$ cat src/rtl/dram_arbiter.sv
// Two-master arbiter for the hxd32 data-RAM port with bounded m1 lock-hold.
// Optional round-robin arbitration is enabled with `define DRAM_ARBITER_RR_EN.
module dram_arbiter #(
  parameter int XLEN     = 32,
  parameter int MAX_HOLD = 16
) (
  input  logic            clk_i,
  input  logic            rst_i,
  input  logic            m0_req_i,
  input  logic            m0_we_i,
  input  logic [XLEN-1:0] m0_addr_i,
  input  logic [XLEN-1:0] m0_wr_data_i,
  input  logic [3:0]      m0_byte_en_i,
  output logic            m0_gnt_o,
  output logic            m0_rd_valid_o,
  output logic [XLEN-1:0] m0_rd_data_o,
  input  logic            m1_req_i,
  input  logic            m1_we_i,
  input  logic [XLEN-1:0] m1_addr_i,
  input  logic [XLEN-1:0] m1_wr_data_i,
  input  logic [3:0]      m1_byte_en_i,
  input  logic            m1_lock_i,
  output logic            m1_gnt_o,
  output logic            m1_rd_valid_o,
  output logic [XLEN-1:0] m1_rd_data_o,
  output logic [XLEN-1:0] dram_rd_addr_o,
  input  logic [XLEN-1:0] dram_rd_data_i,
  output logic [XLEN-1:0] dram_wr_addr_o,
  output logic [XLEN-1:0] dram_wr_data_o,
  output logic [3:0]      dram_wr_byte_en_o
);

  typedef enum logic [1:0] {
    IDLE   = 2'd0,
    OWN_M0 = 2'd1,
    OWN_M1 = 2'd2
  } state_t;

  localparam logic [7:0] MAX_HOLD_C = 8'(MAX_HOLD);

  state_t     state_r;
  state_t     state_nxt_s;
  logic [7:0] hold_cnt_r;
  logic       rd_pend_r;
  logic       rd_tag_r;
  logic       m1_hold_s;
  logic       m0_win_s;
  logic       m1_win_s;

  // m1 keeps ownership while locked and under the hold budget
  always_comb begin
    m1_hold_s = (state_r == OWN_M1) && m1_lock_i && m1_req_i && (hold_cnt_r < MAX_HOLD_C);
  end

  // Winner selection; nothing is granted while reset is asserted
  always_comb begin
    m0_win_s = 1'b0;
    m1_win_s = 1'b0;
    if (rst_i) begin
      m0_win_s = 1'b0;
      m1_win_s = 1'b0;
    end else if (m1_hold_s) begin
      m1_win_s = 1'b1;
    end else if (m0_req_i && m1_req_i) begin
`ifdef DRAM_ARBITER_RR_EN
      m1_win_s = (state_r == OWN_M0);
      m0_win_s = (state_r != OWN_M0);
`else
      m0_win_s = 1'b1;
`endif
    end else if (m0_req_i) begin
      m0_win_s = 1'b1;
    end else if (m1_req_i) begin
      m1_win_s = 1'b1;
    end else begin
      m0_win_s = 1'b0;
      m1_win_s = 1'b0;
    end
  end

  // State register
  always_ff @(posedge clk_i) begin
    if (rst_i) begin
      state_r <= IDLE;
    end else begin
      state_r <= state_nxt_s;
    end
  end

  // Next state: last granted master, or IDLE when nobody asks
  always_comb begin
    state_nxt_s = state_r;
    if (m0_win_s) begin
      state_nxt_s = OWN_M0;
    end else if (m1_win_s) begin
      state_nxt_s = OWN_M1;
    end else if (!m0_req_i && !m1_req_i) begin
      state_nxt_s = IDLE;
    end else begin
      state_nxt_s = state_r;
    end
  end

  // Grants and DRAM port mux
  always_comb begin
    m0_gnt_o          = m0_win_s;
    m1_gnt_o          = m1_win_s;
    dram_rd_addr_o    = '0;
    dram_wr_addr_o    = '0;
    dram_wr_data_o    = '0;
    dram_wr_byte_en_o = 4'b0000;
    if (m0_win_s) begin
      dram_rd_addr_o    = m0_addr_i;
      dram_wr_addr_o    = m0_addr_i;
      dram_wr_data_o    = m0_wr_data_i;
      dram_wr_byte_en_o = m0_we_i ? m0_byte_en_i : 4'b0000;
    end else if (m1_win_s) begin
      dram_rd_addr_o    = m1_addr_i;
      dram_wr_addr_o    = m1_addr_i;
      dram_wr_data_o    = m1_wr_data_i;
      dram_wr_byte_en_o = m1_we_i ? m1_byte_en_i : 4'b0000;
    end else begin
      dram_rd_addr_o    = '0;
      dram_wr_addr_o    = '0;
      dram_wr_data_o    = '0;
      dram_wr_byte_en_o = 4'b0000;
    end
  end

  // Hold counter and read-return tracking
  always_ff @(posedge clk_i) begin
    if (rst_i) begin
      hold_cnt_r <= 8'd0;
      rd_pend_r  <= 1'b0;
      rd_tag_r   <= 1'b0;
    end else begin
      if (m0_win_s || !m0_req_i) begin
        hold_cnt_r <= 8'd0;
      end else if (m1_win_s) begin
        hold_cnt_r <= hold_cnt_r + 8'd1;
      end else begin
        hold_cnt_r <= hold_cnt_r;
      end
      rd_pend_r <= (m0_win_s && !m0_we_i) || (m1_win_s && !m1_we_i);
      rd_tag_r  <= m1_win_s;
    end
  end

  // Read data routed to the tagged master only; a pending read is dropped by reset
  always_comb begin
    m0_rd_valid_o = rd_pend_r && !rd_tag_r && !rst_i;
    m1_rd_valid_o = rd_pend_r && rd_tag_r && !rst_i;
    m0_rd_data_o  = m0_rd_valid_o ? dram_rd_data_i : '0;
    m1_rd_data_o  = m1_rd_valid_o ? dram_rd_data_i : '0;
  end

endmodule

$ cat config.mk
export PLATFORM = sky130hd
export DESIGN_NAME = dram_arbiter
export DESIGN_NICKNAME = d
export VERILOG_FILES = /design/src/rtl/dram_arbiter.sv
export SDC_FILE = /design/constraint.sdc
export NUM_CORES = 1
export LEC_CHECK = 0
export BUFFER_PORTS_ARGS = -buffer_cell sky130_fd_sc_hd__buf_2
export CORE_AREA = 2 2 132 134
export DETAILED_ROUTE_END_ITERATION = 6
export DIE_AREA = 0 0 134 136
export PLACE_DENSITY = 0.52
export SETUP_SLACK_MARGIN = 0.3
export SYNTH_ARGS = -nofsm -noshare
export SYNTH_HDL_FRONTEND = slang
export SYNTH_SLANG_ARGS = --single-unit
$ cat constraint.sdc
create_clock -name clk_i -period 1.8 [get_ports clk_i]
set_clock_uncertainty 0.15 [all_clocks]
set_input_delay 0.18 -clock clk_i [delete_from_list [all_inputs] [get_ports clk_i]]
set_output_delay 0.18 -clock clk_i [all_outputs]
set_load 0.02 [all_outputs]
After elaboration in Yosys (flattened, before gate mapping)
Cells that the tools add are included.

Reductions and logical operators: 23. Mux-type cells: 22. $lt $le $gt $ge: 1. Add/subtract/negate cells: 1. Eq/ne operators: 1.

Operator list (count): two-way mux 32 bit (6); two-way mux 4 bit (4); logical AND 1 bit (11); two-way mux 1 bit (10); adder 8 x 1 -> 8 bit, second input constant (1); < comparator 8 x 5 -> 1 bit, second input constant (1); logical NOT 1 bit (6); two-way mux 2 bit (2); OR reduction 2 bit (2); nonzero test 3 bit (1); equality test 2 bit, second input constant (1); logical OR 1 bit (2); nonzero test 2 bit (1).

Input bits: 175. Word-level logic and storage cells: 53. Bits in registers: 12.

Depth between registers and ports, before layout
Word-level depth: 8. Depth in mapped cells: 7.

Least setup slack after synthesis
Ideal clock, no wire load.

Path kind: reg-to-output. From: reg hold_cnt_r[4]. To: out dram_wr_addr_o[23]. Path slack: -0.232 ns. Path buffers: 2. Cell stages (with the launch flop): 7. Required time: 1.470 ns. Data arrival time: 1.702 ns. Path through: dfxtp_1 > nor4b_4 > and4_1 > nor3b_2 > buf_2 > a22o_1 > buf_4.

RTL lines: start, declared (line 43) `logic [7:0] hold_cnt_r;`; start signal, assigned (line 140) `hold_cnt_r <= hold_cnt_r + 8'd1;`; start signal, assigned (line 142) `hold_cnt_r <= hold_cnt_r;`; < comparator 8 x 5 -> 1 bit (line 52) `m1_hold_s = (state_r == OWN_M1) && m1_lock_i && m1_req_i && (hold_cnt_r < MAX_HOLD_C);`; logical AND 1 bit (line 52); two-way mux 1 bit (line 62) `end else if (m1_hold_s) begin`; two-way mux 1 bit (line 59) `if (rst_i) begin`; named net m0_gnt_o (line 14) `output logic m0_gnt_o,`; two-way mux 32 bit; end, declared (line 28) `output logic [XLEN-1:0] dram_wr_addr_o,`.

The timed path passes the listed nets, and every way through them passes these cells.

Worst setup path in the final report
From: reg state_r[0]. To: out dram_wr_addr_o[23].

Cells in the longest elaborated chain, start to end: 8.

RTL lines: start, declared (line 41) `state_t state_r;`; start signal, assigned (line 86) `state_r <= state_nxt_s;`; equality test 2 bit (*) (line 52); logical AND 1 bit (*) (3 in series) (line 52); two-way mux 1 bit (line 62); two-way mux 1 bit (line 59); two-way mux 32 bit (line 117) `end else if (m1_win_s) begin`; two-way mux 32 bit (*) (line 112) `if (m0_win_s) begin`.

Every way passes the cells marked *; elsewhere a longest branch is shown, timed or not.

==> run metrics <==
outcome=complete, but fails checks; failing checks=setup timing; WP buf/inv=3; drt drc=0; fin cells=802; Fill cells=1690; clock tree buffer depth=2; YS warnings=0; gr ovfl total=0; Hold Crit Class=input pin to flop; multi-input combinational cell area=0.00180 mm2; Worst Setup End Kind=primary output; WS Path Type=flop to primary output; Routed WL per cell=16.4 um; Final min period=2.27 ns; DRT iter0 DRCs=53; setup violators final=103; Pint=1.29 mW; Area contributors post-synth=a22o_1, and2_1, dfxtp_1; first-pass GRT wire length=16900 um; part of the power in registers=0.142; Antenna Nets Post-Route=0; Max Slew Vio Count=0; slack of the critical path=-0.473 ns; Final Util=0.335; global-route usage over all layers=0.120; number of synthesized flops with an enable pin=0; Sum Neg Setup Slack=-41.99 ns; crit-path max FO=8; synthesized area=0.00184 mm2; FF/Latch Area=245 um2; P_leak=3.06 nW; Clk Latency, worst-skew pair=0.24 ns; core area=0.0169 mm2; n_diodes=0; CTS tree=built; Die Y=136 um; Initial Utilization=0.109; vias per cell=3.94; DRT Pass-1 Iters=4; clock sinks=12; Top FF cell, synth=dfxtp_1; drt total wl=13200 um; share of layout cells above drive strength 1=0.870; fin nets=754; Pwr Density=348 mW/mm2; Async S/R FF share, synth=0; Fin. Hold Viols=0; Net Switching=0.674 mW; period utilization=1.26; clock share of power=0.226; initial antenna violation count=1; Mean Syn Cell Area=8.12 um2; Crit path largest cell delay=0.34 ns; slowest cell on the critical path=nor4b_4; crit-path cells=nor4b_4 -> and4_4 -> nor3b_4 -> buf_6 -> clkbuf_16 -> a22o_2 -> buf_2; largest net degree at the start of global routing=34; post-synthesis sequential area ratio=0.130; CP startpoint kind=flop; clock-pin slew on the worst setup and hold paths=0.04 ns; row count=48; die area=0.0182 mm2; Inst Count DP=773; CTS H-tree lvls=1; Sw Ratio=0.343; DPL Wire Length=9980 um; TritonCTS Buffers=3; P&R area growth vs syn=206%; worst path required time=1.47 ns; RSZ-0062 raised after global routing=yes; Synth area leader=a22o_1; max-cap viol count=0; Synth cell types=29; Synth top area share=0.304; Place WS=-0.461 ns; hold_buf cts=0; Cells after Synth=227; Die W=134 um; f_max=440 MHz; CP top delay family=simple AND/OR/NAND/NOR gates; Yosys reg bits=12; Comb pwr share=0.631; # port buffers=342; via count=3156; peak supply drop=285 uV; vias in the first global route=3030; Boundary Pins=343; Root Driver=clkbuf_16; worst path arrival time=1.94 ns; gpl congestion=0.757
-- layout by cell type, fill, tap and decap left out, types with 2 or more instances in the layout --
cell type / count
buf_2: 218
buf_6: 140
a22o_4: 49
and2_1: 32
and2_4: 32
buf_4: 21
a22o_1: 13
buf_12: 10
dfxtp_1: 8
clkbuf_16: 6
nor2_1: 4
buf_16: 4
dfxtp_2: 4
nor3b_4: 3
a32o_2: 3
conb_1: 3
nor2_4: 2
a22o_2: 2
a21oi_1: 2
-- path summary, 6_finish.rpt --
check                                           to  cells after the start  slack [ns]          start
worst max-delay path            dram_wr_addr_o[23]                      7       -0.47     state_r[0]
worst min-delay path                     rd_pend_r                      3        0.13        m0_we_i
worst max register to register       hold_cnt_r[3]                      7       -0.08     state_r[0]
worst min register to register       hold_cnt_r[0]                      1        0.32  hold_cnt_r[0]
-- power groups by stage --
stage / Combinational (mW) / Clock [mW] / Sequential [mW]
2_1_floorplan: 0.560 / 0 / 0.283
3_3_place_gp: 0.921 / 0 / 0.283
3_5_place_dp: 0.920 / 0 / 0.283
4_1_cts: 1.12 / 0.450 / 0.280
5_1_grt: 1.30 / 0.463 / 0.280
6_report: 1.24 / 0.445 / 0.280
-- metal layers --
metal	GRT usage	wire [um]
met5	0	0
met4	0.0189	119
met1	0.118	4520
met3	0.0205	1060
met2	0.261	7470
-- state kept, by name (all words and copies together), names as in the netlist --
signal / count
state_r: 2
hold_cnt_r: 8
rd_tag_r: 1
rd_pend_r: 1
-- worst register-to-register path, stage by stage (launching register included) --
cell and delay (ns):
dfxtp_2 0.32, nor4b_4 0.34, a41oi_4 0.19, buf_6 0.16
buf_6 0.10, buf_6 0.12, or3_1 0.30, a21oi_1 0.12
-- final cells by class --
| class | count | area share |
|---|---|---|
| Multi-Input combinational cell | 163 | 0.319 |
| Clock buffer | 4 | 0.0157 |
| Tap cell | 225 | 0.0499 |
| Inverter | 1 | 0.000665 |
| Sequential cell | 12 | 0.0434 |
| Timing Repair Buffer | 397 | 0.571 |
-- synthesized netlist by cell type, types with 2 or more instances --
cell type   n
a22o_1     64
and2_1     64
buf_4      32
dfxtp_1    12
buf_2       8
clkbuf_1    7
buf_6       6
nor2_1      6
a32o_1      4
nor3b_1     3
a21oi_1     2
nor3_1      2
-- cells by family (layout without fill, tap and decap cells) --
logic type      count (synthesis)  count (layout)  synth area share
simple gates                   84              84             0.295
buf+inv                        54             402             0.205
compound gates                 74              74             0.356
other cells                     1               3           0.00203
flops                          12              12             0.130
xor+xnor                        1               1           0.00475
fa+ha+maj                       1               1           0.00678
-- metrics by stage --
stage	cell area [um2]	hold slack [ns]	power, mW
final	5650	0.132	1.96
after global routing	5650	0.146	2.04
after CTS	5160	0.134	1.85
after detailed placement	4210	0.311	1.20
after global placement	4210	0.301	1.20
after floorplan	2370	0.183	0.843
-- timing repair --
action,4_1_cts,5_1_grt
endpoints found under the setup margin,173,177
pin swaps,27,18
resized for setup,210,113
cloned,4,3
setup buffers,14,4
Power figures use the tool's default switching activity.
